--- src/rtl/mode_seq_ctrl.sv ---
// Mode sequencing controller: accepts mode-change requests, validates them
// against lock/legality rules, settles, then commits the new mode.
module mode_seq_ctrl #(
  parameter int unsigned SETTLE_CYCLES = 4
) (
  input  logic       clk,
  input  logic       rst_n,
  input  logic       req_valid,
  input  logic [2:0] req_mode,
  output logic       req_ready,
  input  logic       lock,
  input  logic       err_clr,
  output logic [2:0] mode,
  output logic       busy,
  output logic       err,
  output logic [1:0] err_code,
  output logic [7:0] trans_cnt
);

  typedef enum logic [2:0] {
    IDLE   = 3'd0,
    CHECK  = 3'd1,
    SETTLE = 3'd2,
    ERROR  = 3'd3
  } state_t;

  // Kept as a plain vector so unused encodings stay reachable and recoverable.
  logic [2:0] state_q;
  state_t     state_d;
  logic [2:0] target_q, target_d;
  logic [2:0] mode_q, mode_d;
  logic [3:0] cnt_q, cnt_d;
  logic       err_q, err_d;
  logic [1:0] code_q, code_d;
  logic [7:0] trans_q, trans_d;

  logic step_up, step_down, legal;

  assign step_up   = ({1'b0, target_q} == ({1'b0, mode_q} + 4'd1));
  assign step_down = (mode_q != 3'd0) && (target_q == (mode_q - 3'd1));
  assign legal     = (target_q == 3'd0) || step_up || step_down;

  always_ff @(posedge clk) begin
    if (!rst_n) begin
      state_q  <= IDLE;
      target_q <= 3'd0;
      mode_q   <= 3'd0;
      cnt_q    <= 4'd0;
      err_q    <= 1'b0;
      code_q   <= 2'd0;
      trans_q  <= 8'd0;
    end else begin
      state_q  <= state_d;
      target_q <= target_d;
      mode_q   <= mode_d;
      cnt_q    <= cnt_d;
      err_q    <= err_d;
      code_q   <= code_d;
      trans_q  <= trans_d;
    end
  end

  always_comb begin
    state_d  = state_t'(state_q);
    target_d = target_q;
    mode_d   = mode_q;
    cnt_d    = cnt_q;
    err_d    = err_q;
    code_d   = code_q;
    trans_d  = trans_q;
    case (state_q)
      IDLE: begin
        if (req_valid) begin
          target_d = req_mode;
          state_d  = CHECK;
        end
      end
      CHECK: begin
        // Priority: reserved mode, then lock, then no-op, then legality.
        if (target_q == 3'd7) begin
          state_d = ERROR;
          err_d   = 1'b1;
          code_d  = 2'd2;
        end else if (lock && (target_q != 3'd0)) begin
          state_d = ERROR;
          err_d   = 1'b1;
          code_d  = 2'd3;
        end else if (target_q == mode_q) begin
          state_d = IDLE;
        end else if (legal) begin
          state_d = SETTLE;
          cnt_d   = 4'(SETTLE_CYCLES - 1);
        end else begin
          state_d = ERROR;
          err_d   = 1'b1;
          code_d  = 2'd1;
        end
      end
      SETTLE: begin
        if (cnt_q == 4'd0) begin
          mode_d  = target_q;
          trans_d = trans_q + 8'd1;
          state_d = IDLE;
        end else begin
          cnt_d = cnt_q - 4'd1;
        end
      end
      ERROR: begin
        if (err_clr) begin
          state_d = IDLE;
          err_d   = 1'b0;
          code_d  = 2'd0;
        end
      end
      default: begin
        state_d = ERROR;
        mode_d  = 3'd0;
        err_d   = 1'b1;
        code_d  = 2'd1;
      end
    endcase
  end

  assign req_ready = (state_q == IDLE) && rst_n;
  assign busy      = (state_q != IDLE);
  assign mode      = mode_q;
  assign err       = err_q;
  assign err_code  = code_q;
  assign trans_cnt = trans_q;

endmodule

--- config.mk ---
export PLATFORM = sky130hd
export DESIGN_NAME = mode_seq_ctrl
export DESIGN_NICKNAME = d
export VERILOG_FILES = /design/src/rtl/mode_seq_ctrl.sv
export SDC_FILE = /design/constraint.sdc
export NUM_CORES = 1
export LEC_CHECK = 0
export CORE_MARGIN = 2
export CORE_UTILIZATION = 51
export CTS_CLUSTER_SIZE = 14
export DETAILED_ROUTE_END_ITERATION = 12
export HOLD_SLACK_MARGIN = 0.02
export PLACE_DENSITY = 0.89
export SLEW_MARGIN = 10
export SYNTH_ARGS = -nofsm -noshare
export SYNTH_HDL_FRONTEND = slang
export SYNTH_SLANG_ARGS = --single-unit
--- constraint.sdc ---
create_clock -name clk -period 1.85 [get_ports clk]
set_input_delay 0.185 -clock clk [delete_from_list [all_inputs] [get_ports clk]]
set_output_delay 0.185 -clock clk [all_outputs]
set_load 0.01 [all_outputs]
Word-level counts from Yosys, hierarchy flattened
Index checks and enable logic that the tools add are counted.

storage, ports and cells
  register bits after elaboration = 24
  output and inout port bits = 16
  logic and storage cells = 78

cells by class
  add/sub/neg operators = 4
  equality and inequality tests = 17
  muxes and demuxes = 28
  bitwise operators = 2
  reduce and logical (&&, ||, !) cells = 20

operators with widths
  kind                                              number
  two-way mux 4 bit                                 5
  two-way mux 2 bit                                 8
  inequality test 2 bit, second input constant      8
  two-way mux 3 bit                                 4
  case mux 3 bit (4 select lines)                   1
  nonzero test 3 bit                                3
  adder 8 x 1 -> 8 bit, second input constant       1
  inequality test 4 bit, second input constant      2
  case mux 4 bit (2 select lines)                   1
  == test 3 x 2 -> 1 bit, second input constant     2
  == test 3 bit                                     2
  zero test 3 bit                                   2
  two-way mux 1 bit                                 6
  case mux 2 bit (3 select lines)                   1
  case mux 3 bit (2 select lines)                   1
  AND reduction 2 bit                               3
  AND reduction 6 bit                               1
  adder 3 x 1 -> 4 bit, second input constant       1
  == test 3 x 4 -> 1 bit                            1
  zero test 4 bit                                   1
  AND reduction 4 bit                               1
  subtractor 4 x 1 -> 4 bit, second input constant  1
  == test 3 x 1 -> 1 bit, second input constant     1
  == test 3 bit, second input constant              1
  other kinds (9)                                   13

Longest topological paths before layout
Gate-level depths: netlist (run 1).

  word-level depth = 9
  mapped depth = 8
  gate-level depth less buffers = 8

Worst setup path after synthesis (run 1)
Ideal clock, no wire load.

  path type = flip-flop to flip-flop
  from = reg mode_q[0], in the netlist mode[0]
  to = reg cnt_q[0]
  arrival = 1.650 ns
  data required time = 1.734 ns
  slack = 0.083 ns
  cell stages (with the launch flop) = 8
  path buffers = 0
  cells stage by stage = dfxtp_1 inv_1 ha_1 xor2_1 a41oi_2 a32oi_1 o21a_1 o211a_1

between the ends
  word-level cells in the longest chain between the ends = 6
  elaborated cells on any way between the ends = 12

ends and longest elaborated chain
  item                                                               RTL line  RTL
  start, declared                                                    31        logic [2:0] mode_q, mode_d;
  start signal, assigned                                             55        mode_q <= mode_d;
  adder 3 x 1 -> 4 bit or subtractor 3 x 1 -> 3 bit (tied branches)  39, 40
  == test 3 x 4 -> 1 bit or == test 3 bit (tied branches)            39, 40
  logical OR 1 bit or logical AND 1 bit (tied branches)              41, 40
  logical OR 1 bit                                                   41        assign legal = (target_q == 3'd0) || step_up || step_down;
  inequality test 2 bit (no source line)                             n/a
  AND reduction 6 bit (no source line) (*)                           n/a
  end signal, assigned                                               56        cnt_q <= cnt_d;
  end, declared                                                      32        logic [3:0] cnt_q, cnt_d;

Every way passes the cells marked *; elsewhere a longest branch is shown, timed or not.
A chain may end at the register's enable or synchronous reset.

Final worst setup path (run 1)
Ends and elaborated chain as after synthesis.

==> results of run 1 <==
timing repair:
item,CTS,global route
pin swaps,0,2
resized for setup,3,13
setup endpoints to repair,4,12
buffers inserted,0,1
endpoints found under the hold margin,0,0
worst max-delay path: cells and delay by family (launching register included):
kind | cells | cell delay (ps)
compound gates | 4 | 840
xor+xnor | 1 | 160
fa+ha+maj | 1 | 250
buf+inv | 1 | 80
flops | 1 | 390
final timing paths:
path,startpoint,endpoint,slack (ps),depth (start not counted)
max,mode[0],cnt_q[0],50,7
min,req_mode[1],target_q[1],440,3
max reg2reg,mode[0],cnt_q[0],50,7
min reg2reg,err_code[0],err_code[0],490,2
sequential cells by signal, indices dropped and copies added, names as in the netlist:
name and flops:
err 1, cnt_q 4, err_code 2, mode 3
trans_cnt 8, state_q 2, target_q 3
cell families after synthesis:
kind of cell / synth area share
compound gates: 0.215
fa+ha+maj: 0.0480
buf+inv: 0.0451
xor+xnor: 0.0873
simple gates: 0.243
mux: 0.00864
flops: 0.353
power groups by stage:
stage	sequential, W	clock [W]	combinational, W
2_1_floorplan	0.000542	0	0.000161
3_5_place_dp	0.000548	0	0.000247
3_3_place_gp	0.000547	0	0.000236
6_report	0.000537	0.000234	0.000264
4_1_cts	0.000538	0.000236	0.000250
5_1_grt	0.000541	0.000259	0.000289
metal layers:
metal / global-route usage / up-vias
met5: 0 / -
met1: 0.257 / 550
met2: 0.369 / 18
met3: 0.0301 / 4
li1: - / 594
met4: 0.0667 / 0
Yosys cell counts (all sizes together):
cell type,n,area [µm²]
a41oi,1,16.3
o21a,4,30.0
o22ai,1,6.26
nor2,7,26.3
a21oi,4,20.0
nor3,2,10.0
mux2,1,11.3
nor2b,3,18.8
o21ai,9,48.8
o211ai,2,15.0
a31oi,1,6.26
inv,7,26.3
nand2b,4,27.5
clkbuf,4,15.0
nand4,2,12.5
nand4b,1,8.76
a311oi,1,8.76
xor2,6,52.6
xnor2,7,61.3
and3,1,6.26
and2,8,50.1
or3,2,17.5
a41o,1,10.0
or2,1,6.26
o211a,3,30.0
a32oi,1,8.76
dfxtp,23,460
ha,5,62.6
buf,3,17.5
nor3b,3,22.5
nand3,7,35.0
o311a,1,10.0
a311o,1,10.0
nand2,20,75.1
a21boi,8,60.1
stage by stage:
stage	utilization	cell area [µm²]	hold WS (ps)	worst slack (ps)	total power, W
after detailed placement	0.648	1590	474	10.6	0.000795
final	0.690	1690	440	46.3	0.00103
after global routing	0.690	1690	455	-17.8	0.00109
after global placement	0.648	1590	467	80.2	0.000782
after CTS	0.663	1630	441	5.00	0.00102
after floorplan	-	1300	324	83.4	0.000704
layout make-up:
type,instances,area (µm²)
repair buffers,31,290
multi-input cells,118,843
well taps,30,37.5
clock buffers,3,22.5
flip-flops and latches,23,469
clock inverters,1,5.00
inverters,7,26.3
fillers,186,761
==> flow_summary.json, run 1 <==
{
  "skew_ps": 1.91,
  "clkSinkCount": 23,
  "finalCriticalPeriod_ps": 1800,
  "fmax_mhz": 554,
  "cts_tree": "yes",
  "setup_viol": 0,
  "status": "finished clean",
  "die_h_um": 54.6,
  "path_max_fanout": 4,
  "seqPwrFrac": 0.519,
  "power_frac_comb": 0.255,
  "dr.pass1.iters": 4,
  "cap_viol_max_count": 0,
  "drc_errors": 0,
  "via_per_inst": 5.47,
  "placed_cells_incl_taps": 208,
  "ys_warn_count": 0,
  "numPortBuffers": 23,
  "grtUsageTotal": 0.208,
  "setup-tns-final_ps": 0,
  "cp-start-kind": "flop",
  "synth_nets": 168,
  "core_area_um2": 2450,
  "postRouteAntennaNets": 0,
  "cts_buffer_depth": 2,
  "dieArea_um2": 2980,
  "clkLatencyLatePin_ps": 310,
  "routed_wirelength_um": 2890,
  "worstPathArrival_ps": 2020,
  "antenna_cells": 0,
  "p_per_area_nw_per_um2": 611,
  "final-hold-violation-count": 0,
  "htree_levels": 1,
  "grt_max_degree": 26,
  "wl_met1_um": 1280,
  "antenna_found_initial": 0,
  "ctsHoldBuffers": 0,
  "dr_wl_met3_um": 73,
  "synth_seq_cells": 23,
  "die_w_um": 54.6,
  "path_clk_slew_ps": 130,
  "vias": 1166,
  "gp_congestion": 0.816,
  "syn_inst": 155,
  "rsz0062_at_grt": "yes",
  "netlist_area_um2": 1300,
  "drt_iter0_drc": 34,
  "clock_power_share": 0.226,
  "critPathCaptureType": "flop",
  "grt_pass1_wl_um": 4490,
  "area_delta_synth_final_pct": 29.9,
  "dr_wl_met2_um": 1520,
  "path_cells": "inv_1 > ha_1 > xnor2_2 > a41oi_2 > a32oi_1 > o21a_1 > o211a_1",
  "final_common_cell": "clkdlybuf4s50_1",
  "wl_per_cell_um": 13.6,
  "cp_data_required_time_ps": 2070,
  "hold_path_class": "in -> reg",
  "drive_gt1_frac": 0.164,
  "grt_pass1_vias": 1070,
  "switching_share": 0.299,
  "hpwl_um": 2150,
  "final_cell_mix": "clkdlybuf4s50_1 (23), nand2_1 (20), dfxtp_1 (20)",
  "worst_slew_pin_slew_ps": 368,
  "crit_slowest_cell": "dfxtp_4",
  "start_util": 0.531,
  "root_buffer": "clkbuf_4",
  "timing.slew.headroom": 0.753,
  "fin_nets": 197,
  "final_cells": 213,
  "syn_avg_cell_area_um2": 8.41,
  "power.internal_w": 0.000725,
  "timing.final.crit_share": 0.975,
  "rows": 18,
  "overflow": 0,
  "numCtsBuffers": 3,
  "power.leakage_nw": 0.679,
  "cpPeakStageDelay_ps": 390,
  "synth_cell_types": 41,
  "ys_seq_area_frac": 0.353,
  "ioPinCount": 24,
  "top_layer_used": "met4",
  "drv_slew": 0,
  "worstSetupPathType": "reg -> reg",
  "peakVddDrop_v": 0.000503,
  "switching_power_w": 0.000309
}
(Power assumes the default switching activity.)
==> run 2: changes to the inputs <==
--- a/config.mk
+++ b/config.mk
@@ -11,6 +11,7 @@
 export DETAILED_ROUTE_END_ITERATION = 12
 export HOLD_SLACK_MARGIN = 0.02
 export PLACE_DENSITY = 0.89
+export REMOVE_ABC_BUFFERS = 1
 export SLEW_MARGIN = 10
 export SYNTH_ARGS = -nofsm -noshare
 export SYNTH_HDL_FRONTEND = slang
==> flow_summary.json, run 2 (same netlist as run 1, synthesis figures left out) <==
{
  "status": "finished clean",
  "switching_power_w": 0.000331,
  "overflow": 0,
  "clock_power_share": 0.222,
  "numCtsBuffers": 3,
  "crit_slowest_cell": "or3_4",
  "drc_errors": 0,
  "hold_slack_ps": 441,
  "r2r_slack_ps": 10,
  "drv_slew": 0,
  "cp_data_required_time_ps": 2080,
  "power_frac_comb": 0.282,
  "vias": 1263,
  "cap_viol_max_count": 0,
  "min_to": "target_q[0]",
  "seq_area_um2": 468,
  "ctsHoldBuffers": 0,
  "switching_share": 0.306,
  "r2r_cells": 6,
  "htree_levels": 1,
  "peakVddDrop_v": 0.000607,
  "cpPeakStageDelay_ps": 430,
  "dr.pass1.iters": 4,
  "final_common_cell": "clkdlybuf4s50_1",
  "finalCriticalPeriod_ps": 1840,
  "routed_wirelength_um": 3240,
  "cts_tree": "yes",
  "gp_congestion": 0.878,
  "numPortBuffers": 23,
  "timing.final.crit_share": 0.994,
  "power.leakage_nw": 0.722,
  "die_h_um": 54.6,
  "hold_path_class": "in -> reg",
  "setup_viol": 0,
  "p_per_area_nw_per_um2": 607,
  "rsz0062_at_grt": "yes",
  "start_util": 0.531,
  "finalPower_w": 0.00108,
  "fin_nets": 206,
  "worst_slew_pin_slew_ps": 463,
  "seqPwrFrac": 0.496,
  "final-hold-violation-count": 0,
  "ioPinCount": 24,
  "cp-start-kind": "flop",
  "rows": 18,
  "path_clk_slew_ps": 130,
  "hp-start": "req_mode[0]",
  "fmax_mhz": 544,
  "critPathCaptureType": "flop",
  "grtUsageTotal": 0.237,
  "r2r_start": "mode[0]",
  "timing.slew.headroom": 0.689,
  "post-place-ws_ps": -33.0,
  "via_per_inst": 5.69,
  "clkSinkCount": 23,
  "drt_iter0_drc": 35,
  "clkLatencyLatePin_ps": 320,
  "hpwl_um": 2290,
  "setup-tns-final_ps": 0,
  "antenna_found_initial": 0,
  "die_w_um": 54.6,
  "power.internal_w": 0.000750,
  "rr_endpoint": "cnt_q[0]",
  "dieArea_um2": 2980,
  "min_path_cells": 3,
  "worstSetupPathType": "reg -> reg",
  "worstPathArrival_ps": 2070,
  "final_cell_mix": "clkdlybuf4s50_1 (23), dfxtp_1 (21), nand2_1 (20)",
  "drive_gt1_frac": 0.203,
  "postRouteAntennaNets": 0,
  "grt_pass1_wl_um": 4950,
  "wl_per_cell_um": 14.6,
  "area_delta_synth_final_pct": 36.7,
  "skew_ps": 1.63,
  "grt_max_degree": 26,
  "grt_pass1_vias": 1193,
  "fin_ws_ps": 10.3,
  "antenna_cells": 0,
  "root_buffer": "clkbuf_4",
  "multiInputGateArea_um2": 858,
  "path_max_fanout": 5,
  "path_cells": "buf_6 > xor2_4 > or3_4 > a41o_1 > o21a_1 > o211a_1",
  "cts_buffer_depth": 2,
  "core_area_um2": 2450,
  "nFillCells": 190,
  "largest_reg_flops": 8
}
-- run 2: layout make-up --
| type | count | area share |
|---|---|---|
| inverter | 7 | 0.0162 |
| sequential | 23 | 0.263 |
| clock inverter | 1 | 0.00281 |
| tap | 30 | 0.0211 |
| timing repair buffer | 40 | 0.203 |
| clock buffer | 3 | 0.0126 |
| multi-input combinational | 118 | 0.482 |
-- run 2: power groups by stage --
stage	Clock, W	Sequential [W]	Combinational [W]
2_1_floorplan	0	0.000556	0.000137
3_3_place_gp	0	0.000544	0.000243
5_1_grt	0.000269	0.000540	0.000331
3_5_place_dp	0	0.000546	0.000251
6_report	0.000240	0.000536	0.000305
4_1_cts	0.000241	0.000534	0.000271
-- run 2: repair_timing --
item / 4_1_cts / 5_1_grt
gates resized for setup: 8 / 12
pin swaps: 4 / 10
setup buffers: 2 / 5
setup endpoints to repair: 8 / 11
-- run 2: per-layer routing --
layer,share of wire,global-route usage,vias up
met3,0.043,0.0656,14
li1,-,-,610
met4,0.034,0.154,0
met1,0.43,0.275,598
met5,0,0,-
met2,0.50,0.382,41
-- run 2: through the flow --
step / area, µm² / utilization / cells
6_report: 1780 / 0.726 / 222
5_1_grt: 1780 / 0.726 / 222
4_1_cts: 1690 / 0.689 / 217
3_5_place_dp: 1610 / 0.657 / 211
3_3_place_gp: 1610 / 0.657 / 211
2_1_floorplan: 1270 / - / 148
-- run 2: critical path, delay by kind of cell, from the launching register on --
| kind | cells | cell delay, ps |
|---|---|---|
| AO/OA/AOI/OAI | 3 | 660 |
| AND/OR/NAND/NOR | 1 | 430 |
| buffers and inverters | 1 | 130 |
| XOR/XNOR | 1 | 150 |
| flip-flops | 1 | 390 |
-- run 2: worst max-delay path by stage --
| stage | depth (start not counted) | slack (ps) | end | start |
|---|---|---|---|---|
| after floorplan | 7 | 70 | cnt_q[0] | mode[0] |
| after global placement | 7 | 90 | cnt_q[1] | mode[1] |
| after detailed placement | 7 | -30 | err_code[0] | mode[1] |
| after CTS | 7 | 2 | err_code[0] | mode[0] |
| after global routing | 7 | -80 | err_code[0] | mode[0] |
| final | 6 | 10 | cnt_q[0] | mode[0] |
